--- config.mk ---
export PLATFORM = sky130hd
export DESIGN_NAME = rf_walk_bist_flat
export DESIGN_NICKNAME = d
export VERILOG_FILES = /design/src/rtl/rf_walk_bist_if.sv /design/src/rtl/rf_walk_bist.sv /design/src/flat_wrapper.sv
export SDC_FILE = /design/constraint.sdc
export NUM_CORES = 1
export LEC_CHECK = 0
export ABC_AREA = 1
export BUFFER_PORTS_ARGS = -buffer_cell sky130_fd_sc_hd__buf_2
export CAP_MARGIN = 20
export CORE_UTILIZATION = 46
export CTS_CLUSTER_SIZE = 40
export DETAILED_ROUTE_END_ITERATION = 7
export PLACE_DENSITY_LB_ADDON = 0.3
export SYNTH_ARGS = -nofsm -noshare
export SYNTH_HDL_FRONTEND = slang
export SYNTH_SLANG_ARGS = --single-unit
--- constraint.sdc ---
create_clock -name clk -period 5.8 [get_ports clk]
set_input_delay 1.16 -clock clk [delete_from_list [all_inputs] [get_ports clk]]
set_output_delay 1.16 -clock clk [all_outputs]
set_load 0.005 [all_outputs]
--- src/rtl/rf_walk_bist_if.sv ---
// ---------------------------------------------------------------------------
// rf_walk_bist_if
//   Bundles the register-file side of the walking-pattern BIST: one write
//   port and two combinational read ports.
//
//   master : BIST engine (drives write/read controls, receives read data)
//   slave  : register file under test (receives controls, returns data)
//
//   write_en           register-file write enable
//   waddr / wdata      write address / write data
//   read_en[1:0]       bit0 enables read port 0, bit1 enables read port 1
//   raddr_0 / raddr_1  read addresses
//   rdata_0 / rdata_1  read data, valid in the same cycle as the address
// ---------------------------------------------------------------------------
interface rf_walk_bist_if #(
  parameter int WIDTH  = 64,
  parameter int ADDR_W = 6
);

  logic              write_en;
  logic [ADDR_W-1:0] waddr;
  logic [WIDTH-1:0]  wdata;
  logic [1:0]        read_en;
  logic [ADDR_W-1:0] raddr_0;
  logic [ADDR_W-1:0] raddr_1;
  logic [WIDTH-1:0]  rdata_0;
  logic [WIDTH-1:0]  rdata_1;

  modport master (
    output write_en, waddr, wdata, read_en, raddr_0, raddr_1,
    input  rdata_0, rdata_1
  );

  modport slave (
    input  write_en, waddr, wdata, read_en, raddr_0, raddr_1,
    output rdata_0, rdata_1
  );

endinterface

--- src/rtl/rf_walk_bist.sv ---
// ---------------------------------------------------------------------------
// rf_walk_bist
//   Walking-ones / walking-zeros self test for a 1W/2R register file.
//   Every register gets 2*WIDTH steps. Each step writes the next pattern and
//   then reads it back on port 0, on port 1, and on both ports together.
//   The first mismatch is captured and the run aborts.
//
//   clk            single clock, rising edge
//   reset_n        synchronous reset, active low
//   start          begin a run (only looked at in IDLE or DONE)
//   busy           a run is in progress
//   done           run finished; held until the next accepted start/reset
//   pass           valid with done; 1 = no mismatch found
//   fail_port      port(s) that mismatched first (bit0 port 0, bit1 port 1)
//   fail_addr      register address of the first mismatch
//   fail_expected  pattern that was expected at the first mismatch
//   fail_actual    data returned (port 0 data unless only port 1 failed)
//   rf             register-file bus (master side)
// ---------------------------------------------------------------------------
module rf_walk_bist #(
  parameter int DEPTH  = 64,
  parameter int WIDTH  = 64,
  parameter int ADDR_W = 6
) (
  input  logic              clk,
  input  logic              reset_n,
  input  logic              start,
  output logic              busy,
  output logic              done,
  output logic              pass,
  output logic [1:0]        fail_port,
  output logic [ADDR_W-1:0] fail_addr,
  output logic [WIDTH-1:0]  fail_expected,
  output logic [WIDTH-1:0]  fail_actual,
  rf_walk_bist_if.master    rf
);

  // Step counter covers 2*WIDTH steps per register.
  localparam int                STEP_W     = $clog2(2 * WIDTH);
  localparam logic [STEP_W-1:0] LAST_STEP  = STEP_W'(2 * WIDTH - 1);
  localparam logic [STEP_W-1:0] ZERO_STEP  = STEP_W'(WIDTH);
  localparam logic [ADDR_W-1:0] LAST_ADDR  = ADDR_W'(DEPTH - 1);

  typedef enum logic [2:0] {
    S_IDLE  = 3'd0,
    S_WRITE = 3'd1,
    S_RD0   = 3'd2,
    S_RD1   = 3'd3,
    S_RD01  = 3'd4,
    S_DONE  = 3'd5
  } state_t;

  state_t state_q;
  state_t state_d;

  // Datapath state
  logic [ADDR_W-1:0] addr_q;
  logic [STEP_W-1:0] step_q;
  logic [WIDTH-1:0]  pattern_q;      // pattern last written to addr_q
  logic [ADDR_W-1:0] waddr_q;        // held bus addresses
  logic [ADDR_W-1:0] raddr_0_q;
  logic [ADDR_W-1:0] raddr_1_q;
  logic              pass_q;
  logic [1:0]        fail_port_q;
  logic [ADDR_W-1:0] fail_addr_q;
  logic [WIDTH-1:0]  fail_expected_q;
  logic [WIDTH-1:0]  fail_actual_q;

  // Decoded controls
  logic              wr_en;
  logic [1:0]        rd_en;
  logic              start_ok;
  logic              last_step;
  logic              last_addr;
  logic              fill_bit;
  logic [WIDTH-1:0]  pattern_new;
  logic [WIDTH-1:0]  rdata [2];
  logic [1:0]        mismatch;

  // start is only accepted when no run is active
  assign start_ok  = start && ((state_q == S_IDLE) || (state_q == S_DONE));
  assign last_step = (step_q == LAST_STEP);
  assign last_addr = (addr_q == LAST_ADDR);

  // The first WIDTH steps shift in ones, the rest shift in zeros; starting
  // from zero this walks to all-ones and back to zero at the last step.
  assign fill_bit    = (step_q < ZERO_STEP);
  assign pattern_new = {pattern_q[WIDTH-2:0], fill_bit};

  assign rdata[0] = rf.rdata_0;
  assign rdata[1] = rf.rdata_1;

  // Per-port compare against the pattern written in this step; a port that
  // is not enabled in the current state never reports a mismatch.
  genvar gi;
  generate
    for (gi = 0; gi < 2; gi++) begin : g_cmp
      assign mismatch[gi] = rd_en[gi] && (rdata[gi] != pattern_q);
    end
  endgenerate

  // ------------------------------------------------------------------------
  // FSM: state register
  // ------------------------------------------------------------------------
  always_ff @(posedge clk) begin
    if (!reset_n) begin
      state_q <= S_IDLE;
    end else begin
      state_q <= state_d;
    end
  end

  // ------------------------------------------------------------------------
  // FSM: next-state logic
  // ------------------------------------------------------------------------
  always_comb begin
    state_d = state_q;
    case (state_q)
      S_IDLE:  if (start) state_d = S_WRITE;
      S_WRITE: state_d = S_RD0;
      S_RD0:   state_d = (mismatch != 2'b00) ? S_DONE : S_RD1;
      S_RD1:   state_d = (mismatch != 2'b00) ? S_DONE : S_RD01;
      S_RD01: begin
        if (mismatch != 2'b00) begin
          state_d = S_DONE;
        end else if (last_step && last_addr) begin
          state_d = S_DONE;
        end else begin
          state_d = S_WRITE;
        end
      end
      S_DONE:  if (start) state_d = S_WRITE;
      default: state_d = S_IDLE;
    endcase
  end

  // ------------------------------------------------------------------------
  // FSM: output decode
  // ------------------------------------------------------------------------
  always_comb begin
    wr_en = 1'b0;
    rd_en = 2'b00;
    busy  = 1'b0;
    done  = 1'b0;
    case (state_q)
      S_WRITE: begin
        wr_en = 1'b1;
        busy  = 1'b1;
      end
      S_RD0: begin
        rd_en = 2'b01;
        busy  = 1'b1;
      end
      S_RD1: begin
        rd_en = 2'b10;
        busy  = 1'b1;
      end
      S_RD01: begin
        rd_en = 2'b11;
        busy  = 1'b1;
      end
      S_DONE:  done = 1'b1;
      default: ;
    endcase
  end

  // Bus outputs: the live value while the port is in use, otherwise the
  // last value driven. Outside WRITE pattern_q is exactly the last wdata.
  assign rf.write_en = wr_en;
  assign rf.read_en  = rd_en;
  assign rf.waddr    = wr_en    ? addr_q      : waddr_q;
  assign rf.wdata    = wr_en    ? pattern_new : pattern_q;
  assign rf.raddr_0  = rd_en[0] ? addr_q      : raddr_0_q;
  assign rf.raddr_1  = rd_en[1] ? addr_q      : raddr_1_q;

  assign pass          = pass_q;
  assign fail_port     = fail_port_q;
  assign fail_addr     = fail_addr_q;
  assign fail_expected = fail_expected_q;
  assign fail_actual   = fail_actual_q;

  // ------------------------------------------------------------------------
  // Datapath: address/step counters, pattern, held bus values, result
  // ------------------------------------------------------------------------
  always_ff @(posedge clk) begin
    if (!reset_n) begin
      addr_q          <= '0;
      step_q          <= '0;
      pattern_q       <= '0;
      waddr_q         <= '0;
      raddr_0_q       <= '0;
      raddr_1_q       <= '0;
      pass_q          <= 1'b0;
      fail_port_q     <= '0;
      fail_addr_q     <= '0;
      fail_expected_q <= '0;
      fail_actual_q   <= '0;
    end else begin
      if (start_ok) begin
        // An aborted run can leave the counters mid-walk; restart cleanly.
        addr_q          <= '0;
        step_q          <= '0;
        pattern_q       <= '0;
        pass_q          <= 1'b0;
        fail_port_q     <= '0;
        fail_addr_q     <= '0;
        fail_expected_q <= '0;
        fail_actual_q   <= '0;
      end

      if (wr_en) begin
        pattern_q <= pattern_new;
        waddr_q   <= addr_q;
      end
      if (rd_en[0]) begin
        raddr_0_q <= addr_q;
      end
      if (rd_en[1]) begin
        raddr_1_q <= addr_q;
      end

      if (mismatch != 2'b00) begin
        // Only one capture can happen: the FSM leaves for DONE right away.
        fail_port_q     <= mismatch;
        fail_addr_q     <= addr_q;
        fail_expected_q <= pattern_q;
        fail_actual_q   <= mismatch[0] ? rdata[0] : rdata[1];
      end else if (state_q == S_RD01) begin
        if (last_step) begin
          step_q <= '0;
          if (last_addr) begin
            addr_q <= '0;
            pass_q <= 1'b1;
          end else begin
            addr_q <= addr_q + 1'b1;
          end
        end else begin
          step_q <= step_q + 1'b1;
        end
      end
    end
  end

endmodule

--- src/flat_wrapper.sv ---
// flat-port wrapper written by rule: the top's interface ports become plain ports
module rf_walk_bist_flat 
#(
  parameter int DEPTH  = 64,
  parameter int WIDTH  = 64,
  parameter int ADDR_W = 6
)
  (clk, reset_n, start, busy, done, pass, fail_port, fail_addr, fail_expected, fail_actual, rf_write_en, rf_waddr, rf_wdata, rf_read_en, rf_raddr_0, rf_raddr_1, rf_rdata_0, rf_rdata_1);
  rf_walk_bist_if #(.WIDTH(WIDTH), .ADDR_W(ADDR_W)) rf_i ();
  input  logic clk;
  input  logic reset_n;
  input  logic start;
  output logic busy;
  output logic done;
  output logic pass;
  output logic [1:0] fail_port;
  output logic [ADDR_W-1:0] fail_addr;
  output logic [WIDTH-1:0] fail_expected;
  output logic [WIDTH-1:0] fail_actual;
  output wire logic [$bits(rf_i.write_en)-1:0] rf_write_en;
  output wire logic [$bits(rf_i.waddr)-1:0] rf_waddr;
  output wire logic [$bits(rf_i.wdata)-1:0] rf_wdata;
  output wire logic [$bits(rf_i.read_en)-1:0] rf_read_en;
  output wire logic [$bits(rf_i.raddr_0)-1:0] rf_raddr_0;
  output wire logic [$bits(rf_i.raddr_1)-1:0] rf_raddr_1;
  input wire logic [$bits(rf_i.rdata_0)-1:0] rf_rdata_0;
  input wire logic [$bits(rf_i.rdata_1)-1:0] rf_rdata_1;
  assign rf_write_en = rf_i.write_en;
  assign rf_waddr = rf_i.waddr;
  assign rf_wdata = rf_i.wdata;
  assign rf_read_en = rf_i.read_en;
  assign rf_raddr_0 = rf_i.raddr_0;
  assign rf_raddr_1 = rf_i.raddr_1;
  assign rf_i.rdata_0 = rf_rdata_0;
  assign rf_i.rdata_1 = rf_rdata_1;
  rf_walk_bist #(.DEPTH(DEPTH), .WIDTH(WIDTH), .ADDR_W(ADDR_W)) u_core (.clk(clk), .reset_n(reset_n), .start(start), .busy(busy), .done(done), .pass(pass), .fail_port(fail_port), .fail_addr(fail_addr), .fail_expected(fail_expected), .fail_actual(fail_actual), .rf(rf_i));
endmodule
==> run_results.csv, run 1 <==
group,metric,value,unit
floorplanning,num_rows,58,
timing,timing.final.crit_share,0.757,
cts,cts_tree,"built",
cts,largest_buffer_count_on_any_clock_path,3,
critical_path,critical_path.slowest_cell,"sky130_fd_sc_hd__nor2_4",
cts,htreeDepth,1,
cts,postCtsResizedCells,0,
detailed_routing,detailroute.via_count,13000,
cts,clk_root_buffer_cell,"sky130_fd_sc_hd__clkbuf_16",
detailed_routing,drtAntennaViolNets,0,
timing,fmax,228,MHz
yosys,async_flop_share,0,
timing,setup_tns,0,ns
cts,cts.sinks,235,
critical_path,reg2reg_slack,2.13,ns
cts,number_of_buffers_inserted_for_hold_repair_after_clock_tree_synthesis,0,
floorplanning,die_height,163,um
timing,maxSlewViolCount,0,
yosys,synth_edf_count,0,
critical_path,timing.critical_path.from_type,"flop",
yosys,synth_top_cells_by_area,"sky130_fd_sc_hd__dfxtp_1 (40%), sky130_fd_sc_hd__nand2_1 (24%), sky130_fd_sc_hd__o21ai_0 (8.6%)",
critical_path,endpoint,"rf_waddr[1]",
grt,pin_count_of_the_biggest_net_entering_global_routing,131,
timing,grt_setup_unrepaired,"false",
detailed_routing,post_route_drc,0,
floorplanning,floorplan.die_area,0.0264,mm2
pwr,report.power.total,0.00587,W
pwr,vdd.ir_drop.worst,0.322,mV
critical_path,timing.setup.critical_path_class,"flop to primary output",
grt,number_of_global_route_vias_before_repair,11600,
critical_path,cp_data_arrival_time,3.23,ns
cts,cts_clock_pin_slew_for_the_worst_setup_and_hold_paths,0.06,ns
grt,grt.overflow.total,0,
detailed_routing,detail_route.first_pass.iterations,6,
detailed_routing,routed_wire_length_per_instance,14.9,um
finish,nets,2348,
floorplanning,starting_utilization_of_the_core_area,0.470,
floorplanning,boundaryPins,355,
detailed_routing,drt_first_iter_violations,1107,
yosys,post_synth.cell_area_avg,6.18,um2
yosys,cell_area_synth,0.0119,mm2
placement,routabilityCongestion,0.876,
finish,synthToLayoutAreaGrowth,25.1,%
detailed_routing,routed_wirelength,38300,um
yosys,postSynthRegisterBits,235,
yosys,ys.warnings.count,0,
yosys,synth.net_count,2054,
grt,first_pass_grt_wire_length,58900,um
finish,layout-drive-gt1-share,0.217,
critical_path,end_kind,"primary output",
cts,clock_insertion_delay_worst_skew,0.54,ns
yosys,yosys.cell_types.count,29,
timing,tightestPinTransition,0.989,ns
yosys,post-synth-top-area-cell,"sky130_fd_sc_hd__dfxtp_1",
critical_path,critPathLaunch,"u_core.state_q[0]$_SDFFE_PN0P_",
critical_path,critPathMaxFanout,104,
status,outcome,"finished, final reports clean",
cts,cts_setup_buffers,0,
min_path,min_path_type,"flop to flop",
yosys,netlist.area_leader.share,0.396,
yosys,syn_inst,1921,
flow_run,max-cap-violations,0,
detailed_routing,via_per_inst,5.04,
placement,io_buffers,354,
timing,finalCriticalPeriod,4.39,ns
cts,cts-buffers-inserted,28,
critical_path,timing.reg2reg.worst_path_depth,8,
grt,grtUsageTotal,0.278,
floorplanning,dieWidth,163,um
critical_path,regToRegEndpoint,"u_core.fail_expected[24]$_SDFFE_PN0P_",
min_path,hold_path.startpoint,"u_core.fail_expected[58]$_SDFFE_PN0P_",
pwr,power_per_cell_area,395,mW/mm2
critical_path,cp_slowest_stage_delay,0.84,ns
critical_path,worst_path_cell_chain,"nand2_1 -> nor2_4 -> buf_12 -> or2_2 -> inv_1 -> a21oi_1 -> buf_2",
timing,maxSlewHeadroom,0.337,
timing,final.setup_skew,0.00761,ns
timing,hold_viol_final,0,
floorplanning,core_area,0.0253,mm2
placement,dp_hpwl,26100,um
yosys,ys_seq_area_frac,0.396,
yosys,ys_dominant_reg_cell,"sky130_fd_sc_hd__dfxtp_1",
timing,total_of_endpoints_with_negative_setup_slack_in_the_final_report,0,
critical_path,worstReg2RegStart,"u_core.state_q[1]$_SDFFE_PN0P_",
critical_path,data_required_time_at_the_worst_endpoint,4.64,ns
grt,antenna_found_initial,8,
pwr,total_leakage_power,7.29,nW
-- worst min-delay path by stage --
| stage | to | slack (ns) | cells past startpoint |
|---|---|---|---|
| 2_1_floorplan | u_core.fail_expected[53]$_SDFFE_PN0P_ | 0.46 | 2 |
| 3_3_place_gp | u_core.fail_expected[23]$_SDFFE_PN0P_ | 0.44 | 2 |
| 3_5_place_dp | u_core.fail_expected[35]$_SDFFE_PN0P_ | 0.45 | 2 |
| 4_1_cts | u_core.fail_expected[35]$_SDFFE_PN0P_ | 0.46 | 2 |
| 5_1_grt | u_core.fail_port[0]$_SDFFE_PN0P_ | 0.47 | 2 |
| 6_report | u_core.fail_expected[58]$_SDFFE_PN0P_ | 0.46 | 2 |
-- final cells by class --
class                           instances  area [um2]
Antenna cell                            7        17.5
Clock buffer                           36         802
Clock inverter                         16         268
Fill cell                            2502       10400
Inverter                              204         771
Multi-Input combinational cell       1382        5990
Sequential cell                       235        4700
Tap cell                              330         413
Timing Repair Buffer                  364        1880
-- layer usage --
| layer | share of wire | wire, um | GRT usage | vias to the layer above |
|---|---|---|---|---|
| li1 | - | - | - | 6554 |
| met1 | 0.42 | 16300 | 0.352 | 5854 |
| met2 | 0.47 | 17900 | 0.463 | 462 |
| met3 | 0.071 | 2700 | 0.0512 | 89 |
| met4 | 0.038 | 1440 | 0.116 | 2 |
| met5 | 0.00021 | 8 | 0 | - |
-- critical path, delay by kind of cell, from the launching register on --
family                 cells  cell delay [ns]
and+or+nand+nor            3             1.46
buffers and inverters      3             0.59
DFF                        1             0.40
AOI/OAI and AO/OA          1             0.15
-- power breakdown --
| part | switching [W] | internal, W |
|---|---|---|
| registers | 0.000123 | 0.00185 |
| clock network | 0.000724 | 0.00128 |
| logic | 0.00131 | 0.000578 |
-- cells in the final DEF, fill, tap and decap left out, drive strengths merged --
master | synthesis | routed
inv | 203 | 203
nor3b | 1 | 1
buf | 29 | 364
o21a | 1 | 1
a211oi | 6 | 6
xnor2 | 2 | 2
or2 | 6 | 6
nor2 | 172 | 172
clkinv | 1 | 5
o21ai | 206 | 206
ha | 2 | 2
dfxtp | 235 | 235
clkbuf | 71 | 36
nand4 | 1 | 1
a21oi | 161 | 161
o31ai | 8 | 8
bufinv | 0 | 7
nand3 | 21 | 21
xor2 | 33 | 33
nor3 | 4 | 4
diode | 0 | 7
nand2 | 758 | 758
clkinvlp | 0 | 5
-- cell families after synthesis --
kind of cell,share of synthesized area
AO/OA/AOI/OAI,0.165
XOR/XNOR,0.0258
adder cells (fa/ha/maj),0.00211
buffers and inverters,0.100
flip-flops,0.396
AND/OR/NAND/NOR,0.311
-- cells in the mapped netlist, drive strengths merged, types with 8 or more instances --
| library cell | count |
|---|---|
| xor2 | 33 |
| o31ai | 8 |
| nor2 | 172 |
| a21oi | 161 |
| o21ai | 206 |
| dfxtp | 235 |
| clkbuf | 71 |
| nand3 | 21 |
| inv | 203 |
| nand2 | 758 |
| buf | 29 |
-- registers in the layout (all words and copies together), names as in the netlist --
signal                cells
u_core.raddr_1_q          6
u_core.waddr_q            6
u_core.pass               1
u_core.raddr_0_q          6
u_core.fail_port          2
u_core.pattern_q         64
u_core.fail_actual       64
u_core.fail_addr          6
u_core.fail_expected     64
u_core.step_q             7
u_core.addr_q             6
u_core.state_q            3
-- through the flow --
stage          cell area, um2  setup WS, ns   util  cells  hold slack (ns)
2_1_floorplan           11900          3.13      -   1921            0.456
3_3_place_gp            13700          1.96  0.544   2514            0.445
3_5_place_dp            13700          1.86  0.544   2514            0.452
4_1_cts                 14800          1.42  0.586   2566            0.461
5_1_grt                 14800          1.18  0.588   2573            0.474
6_report                14800          1.41  0.588   2574            0.459
(Power assumes the default switching activity.)
==> run 2: changes to the inputs <==
Clock period 5.8 ns to 3.9 ns, I/O delays scaled along.
==> run_results.csv, run 2 (same netlist as run 1, synthesis figures left out) <==
group,metric,value,unit
status,outcome,"finished, final reports clean",
pwr,share_of_power_burned_in_registers,0.351,
pwr,report.power.total,0.00834,W
floorplanning,num_rows,58,
timing,tightestPinTransition,0.849,ns
grt,grt.overflow.total,0,
floorplanning,floorplan.die_area,0.0264,mm2
floorplanning,dieWidth,163,um
grt,grt_use_met3,0.0418,
placement,dp_hpwl,26400,um
pwr,power.internal,0.00518,W
min_path,min_path_type,"flop to flop",
critical_path,data_required_time_at_the_worst_endpoint,3.12,ns
finish,highest_count_cells_in_the_layout_ignoring_fill_and_taps,"sky130_fd_sc_hd__nand2_1 (754), sky130_fd_sc_hd__buf_2 (354), sky130_fd_sc_hd__dfxtp_1 (235)",
critical_path,timing.setup.critical_path_class,"flop to primary output",
cts,cts.sinks,235,
critical_path,regToRegEndpoint,"u_core.fail_expected[48]$_SDFFE_PN0P_",
detailed_routing,detail_route.first_pass.iterations,6,
flow_run,max-cap-violations,0,
pwr,total_leakage_power,7.27,nW
floorplanning,starting_utilization_of_the_core_area,0.470,
critical_path,reg2reg_slack,1.05,ns
timing,grt_setup_unrepaired,"false",
detailed_routing,drt_first_iter_violations,1234,
pwr,power.clock.fraction,0.305,
grt,pin_count_of_the_biggest_net_entering_global_routing,131,
critical_path,cp_data_arrival_time,2.73,ns
critical_path,timing.critical_path.from_type,"flop",
pwr,switching_share,0.379,
pwr,vdd.ir_drop.worst,0.537,mV
finish,layout-drive-gt1-share,0.218,
critical_path,critPathMaxFanout,30,
timing,timing.final.crit_share,0.899,
placement,routabilityCongestion,0.890,
min_path,holdPathStages,2,
cts,cts_setup_buffers,0,
detailed_routing,routed_wirelength,38200,um
critical_path,end_kind,"primary output",
floorplanning,die_height,163,um
finish,layout_commonest_cell,"sky130_fd_sc_hd__nand2_1",
pwr,power_per_cell_area,567,mW/mm2
critical_path,timing.reg2reg.worst_path_depth,15,
timing,final.setup_skew,0.00985,ns
timing,total_of_endpoints_with_negative_setup_slack_in_the_final_report,0,
grt,number_of_global_route_vias_before_repair,11800,
finish,nets,2356,
finish,synthToLayoutAreaGrowth,24.1,%
pwr,combinational_power_share,0.344,
grt,antenna_found_initial,5,
timing,maxSlewViolCount,0,
floorplanning,core_area,0.0253,mm2
cts,number_of_buffers_inserted_for_hold_repair_after_clock_tree_synthesis,0,
floorplanning,boundaryPins,355,
critical_path,cp_slowest_stage_delay,0.56,ns
detailed_routing,drtAntennaViolNets,0,
timing,fmax,285,MHz
placement,io_buffers,354,
cts,cts_tree,"built",
timing,hold_viol_final,0,
cts,cts-buffers-inserted,27,
critical_path,critical_path.slowest_cell,"sky130_fd_sc_hd__nor2_4",
grt,first_pass_grt_wire_length,59200,um
timing,setup_tns,0,ns
cts,htreeDepth,1,
timing,maxSlewHeadroom,0.434,
detailed_routing,routed_wire_length_per_instance,14.8,um
grt,grt-busiest-layer,"met2",
grt,grtUsageTotal,0.279,
grt,grt_met1_use,0.360,
critical_path,worstReg2RegStart,"u_core.pattern_q[29]$_SDFFE_PN0P_",
grt,use_met2,0.457,
cts,clk_root_buffer_cell,"sky130_fd_sc_hd__clkbuf_16",
detailed_routing,via_per_inst,5.07,
cts,postCtsResizedCells,0,
min_path,hold_path.startpoint,"u_core.fail_expected[3]$_SDFFE_PN0P_",
cts,clock_insertion_delay_worst_skew,0.53,ns
critical_path,cpMostUsedCell,"sky130_fd_sc_hd__nand2_1",
min_path,hold_end,"u_core.fail_expected[3]$_SDFFE_PN0P_",
timing,finalCriticalPeriod,3.51,ns
detailed_routing,detailroute.via_count,13100,
cts,cts_clock_pin_slew_for_the_worst_setup_and_hold_paths,0.06,ns
cts,largest_buffer_count_on_any_clock_path,3,
critical_path,worst_path_cell_chain,"inv_2 -> nand2_1 -> nor2_4 -> buf_4 -> nand2_1 -> o21ai_0 -> buf_2",
pwr,power.net_switching,0.00317,W
detailed_routing,post_route_drc,0,
run 2: how the worst max path moves through the flow:
stage / slack, ns / startpoint / depth (start not counted) / end
global route: 0.20 / u_core.state_q[0]$_SDFFE_PN0P_ / 6 / rf_wdata[33]
global placement: 0.71 / rf_rdata_0[34] / 16 / u_core.fail_actual[38]$_SDFFE_PN0P_
floorplan: 1.61 / u_core.state_q[2]$_SDFFE_PN0P_ / 9 / rf_raddr_0[2]
finish: 0.39 / u_core.state_q[2]$_SDFFE_PN0P_ / 7 / rf_wdata[59]
detailed placement: 0.64 / rf_rdata_0[39] / 16 / u_core.fail_expected[55]$_SDFFE_PN0P_
CTS: 0.40 / u_core.state_q[2]$_SDFFE_PN0P_ / 7 / rf_wdata[27]
run 2: worst max-delay path, delay by kind of cell, from the launching register on:
| kind | cells | cell delay (ns) |
|---|---|---|
| and+or+nand+nor | 3 | 1.02 |
| AOI/OAI and AO/OA | 1 | 0.16 |
| buffers and inverters | 3 | 0.66 |
| DFF | 1 | 0.33 |
run 2: layout make-up:
| type | instances | area (um2) |
|---|---|---|
| fillers | 2488 | 10500 |
| clock inverters | 13 | 146 |
| diodes | 4 | 10.0 |
| well taps | 330 | 413 |
| clock buffers | 36 | 739 |
| multi-input cells | 1382 | 5990 |
| inverters | 204 | 771 |
| flip-flops and latches | 235 | 4700 |
| repair buffers | 373 | 1950 |
run 2: power by group through the flow:
stage | sequential (W) | combinational, W | clock [W]
finish | 0.00293 | 0.00287 | 0.00255
global route | 0.00297 | 0.00320 | 0.00270
detailed placement | 0.00298 | 0.00287 | 0
CTS | 0.00293 | 0.00288 | 0.00260
global placement | 0.00297 | 0.00284 | 0
floorplan | 0.00298 | 0.00178 | 0
run 2: per-stage QoR:
| step | std cells | worst slack (ns) | hold slack, ns | util | instance area, um2 |
|---|---|---|---|---|---|
| after floorplan | 1921 | 1.61 | 0.456 | - | 11900 |
| after global placement | 2524 | 0.707 | 0.446 | 0.548 | 13800 |
| after detailed placement | 2524 | 0.637 | 0.451 | 0.548 | 13800 |
| after CTS | 2573 | 0.404 | 0.458 | 0.583 | 14700 |
| after global routing | 2576 | 0.204 | 0.473 | 0.583 | 14700 |
| final | 2577 | 0.394 | 0.458 | 0.583 | 14700 |
run 2: per-layer routing:
| metal | part of all wire | routed length, um | vias to the layer above |
|---|---|---|---|
| met5 | 0.00031 | 12 | - |
| met1 | 0.42 | 16000 | 5836 |
| met3 | 0.077 | 2930 | 102 |
| li1 | - | - | 6564 |
| met4 | 0.042 | 1590 | 2 |
| met2 | 0.46 | 17600 | 565 |
==> run 3: changes to the inputs <==
Settings changed: CORE_ASPECT_RATIO set to 1.4, GPL_TIMING_DRIVEN set to 0.
==> run_results.csv, run 3 (same netlist as run 1, synthesis figures left out) <==
group,metric,value,unit
floorplanning,boundaryPins,355,
floorplanning,dieWidth,138,um
pwr,power.net_switching,0.00348,W
floorplanning,floorplan.die_area,0.0265,mm2
floorplanning,num_rows,69,
timing,setup_tns,0,ns
critical_path,timing.setup.critical_path_class,"flop to primary output",
detailed_routing,drt_first_iter_violations,1042,
timing,final.setup_skew,0.0139,ns
timing,finalCriticalPeriod,3.70,ns
detailed_routing,detail_route.first_pass.iterations,5,
critical_path,critical_path.slowest_cell,"sky130_fd_sc_hd__clkbuf_1",
timing,tightestPinTransition,0.894,ns
grt,pin_count_of_the_biggest_net_entering_global_routing,14,
grt,grt.overflow.total,0,
detailed_routing,routed_wire_length_per_instance,16.9,um
critical_path,worst_path_cell_chain,"clkbuf_1 -> nor2_4 -> clkbuf_2 -> clkbuf_1 -> nand2_1 -> o21ai_0 -> buf_2",
cts,cts_tree,"built",
detailed_routing,detailroute.via_count,13800,
pwr,total_leakage_power,7.31,nW
critical_path,cp_slowest_stage_delay,0.45,ns
timing,hold_viol_final,0,
critical_path,critPathMaxFanout,10,
critical_path,end_kind,"primary output",
grt,first_pass_grt_wire_length,67600,um
pwr,switching_share,0.402,
detailed_routing,routed_wirelength,44700,um
finish,layout_commonest_cell,"sky130_fd_sc_hd__nand2_1",
finish,layout-drive-gt1-share,0.210,
floorplanning,core_area,0.0254,mm2
floorplanning,die_height,192,um
cts,cts-buffers-inserted,25,
critical_path,timing.critical_path.from_type,"flop",
cts,cts.sinks,235,
flow_run,max-cap-violations,0,
timing,maxSlewHeadroom,0.404,
finish,synthToLayoutAreaGrowth,25.3,%
grt,antenna_found_initial,5,
pwr,power.internal,0.00518,W
finish,fin_util,0.586,
finish,highest_count_cells_in_the_layout_ignoring_fill_and_taps,"sky130_fd_sc_hd__nand2_1 (755), sky130_fd_sc_hd__buf_2 (370), sky130_fd_sc_hd__dfxtp_1 (235)",
critical_path,cpMostUsedCell,"sky130_fd_sc_hd__clkbuf_1",
detailed_routing,drtAntennaViolNets,0,
timing,maxSlewViolCount,0,
timing,hold_ws,0.456,ns
detailed_routing,post_route_drc,0,
timing,fmax,270,MHz
finish,fillerInstances,2557,
placement,io_buffers,354,
detailed_routing,via_per_inst,5.24,
timing,total_of_endpoints_with_negative_setup_slack_in_the_final_report,0,
floorplanning,starting_utilization_of_the_core_area,0.468,
cts,clk_root_buffer_cell,"sky130_fd_sc_hd__clkbuf_16",
status,outcome,"finished, final reports clean",
placement,routabilityCongestion,0.939,
placement,dp_hpwl,33600,um
pwr,power_per_cell_area,582,mW/mm2
cts,cts_clock_pin_slew_for_the_worst_setup_and_hold_paths,0.06,ns
cts,htreeDepth,1,
critical_path,cp_data_arrival_time,2.92,ns
finish,nets,2435,
min_path,min_path_type,"flop to flop",
critical_path,data_required_time_at_the_worst_endpoint,3.12,ns
grt,grtUsageTotal,0.331,
timing,timing.final.crit_share,0.949,
cts,clock_insertion_delay_worst_skew,0.53,ns
cts,largest_buffer_count_on_any_clock_path,3,
pwr,power.clock.fraction,0.281,
pwr,share_of_power_burned_in_registers,0.338,
pwr,combinational_power_share,0.381,
timing,grt_setup_unrepaired,"false",
grt,number_of_global_route_vias_before_repair,12900,
pwr,vdd.ir_drop.worst,0.456,mV
-- run 3: worst max-delay path: cells and delay by family (launching register included) --
kind                   cells  cell delay [ns]
AO/OA/AOI/OAI              1             0.18
buffers and inverters      4             1.41
AND/OR/NAND/NOR            2             0.47
flip-flops                 1             0.33
-- run 3: final timing paths --
path	cells after the start	to	startpoint	slack [ns]
max reg2reg	15	u_core.fail_actual[35]$_SDFFE_PN0P_	u_core.pattern_q[38]$_SDFFE_PN0P_	0.94
min reg2reg	2	u_core.fail_expected[41]$_SDFFE_PN0P_	u_core.fail_expected[41]$_SDFFE_PN0P_	0.46
max	7	rf_wdata[44]	u_core.state_q[1]$_SDFFE_PN0P_	0.20
min	2	u_core.fail_expected[41]$_SDFFE_PN0P_	u_core.fail_expected[41]$_SDFFE_PN0P_	0.46
-- run 3: per-stage QoR --
step / worst slack, ns / cell area (um2) / total power (W) / instances
after floorplan: 1.61 / 11900 / 0.00476 / 1921
after global placement: 0.111 / 14000 / 0.00618 / 2594
after detailed placement: 0.0994 / 14000 / 0.00621 / 2594
after CTS: 0.0540 / 14900 / 0.00864 / 2634
after global routing: 0.0677 / 14900 / 0.00912 / 2639
final: 0.199 / 14900 / 0.00866 / 2639
-- run 3: final cells by class --
cell class | instances | area (um2) | share of cell area
clock inverters | 9 | 120 | 0.00808
inverters | 204 | 766 | 0.0515
repair buffers | 354 | 1770 | 0.119
diodes | 5 | 12.5 | 0.000841
multi-input cells | 1382 | 5980 | 0.402
plain buffers | 100 | 424 | 0.0285
clock buffers | 31 | 688 | 0.0463
flip-flops and latches | 235 | 4700 | 0.316
well taps | 319 | 399 | 0.0268
-- run 3: layer usage --
metal  vias up  part of all wire  track usage
met1      6322              0.39        0.394
met3       164             0.077       0.0435
met4         0             0.060        0.184
met5         -                 0            0
met2       628              0.47        0.567
li1       6718                 -            -
-- run 3: what timing repair did --
item                       4_1_cts  5_1_grt
hold buffers                     0        0
gates resized for setup          3        1
setup endpoints to repair       65        7
setup buffers                    0        0
-- run 3: power by group through the flow --
stage | Sequential, W | Clock (W) | Combinational, W
after global routing | 0.00296 | 0.00255 | 0.00361
after CTS | 0.00292 | 0.00245 | 0.00326
after global placement | 0.00296 | 0 | 0.00322
after floorplan | 0.00298 | 0 | 0.00178
after detailed placement | 0.00297 | 0 | 0.00324
final | 0.00292 | 0.00243 | 0.00330
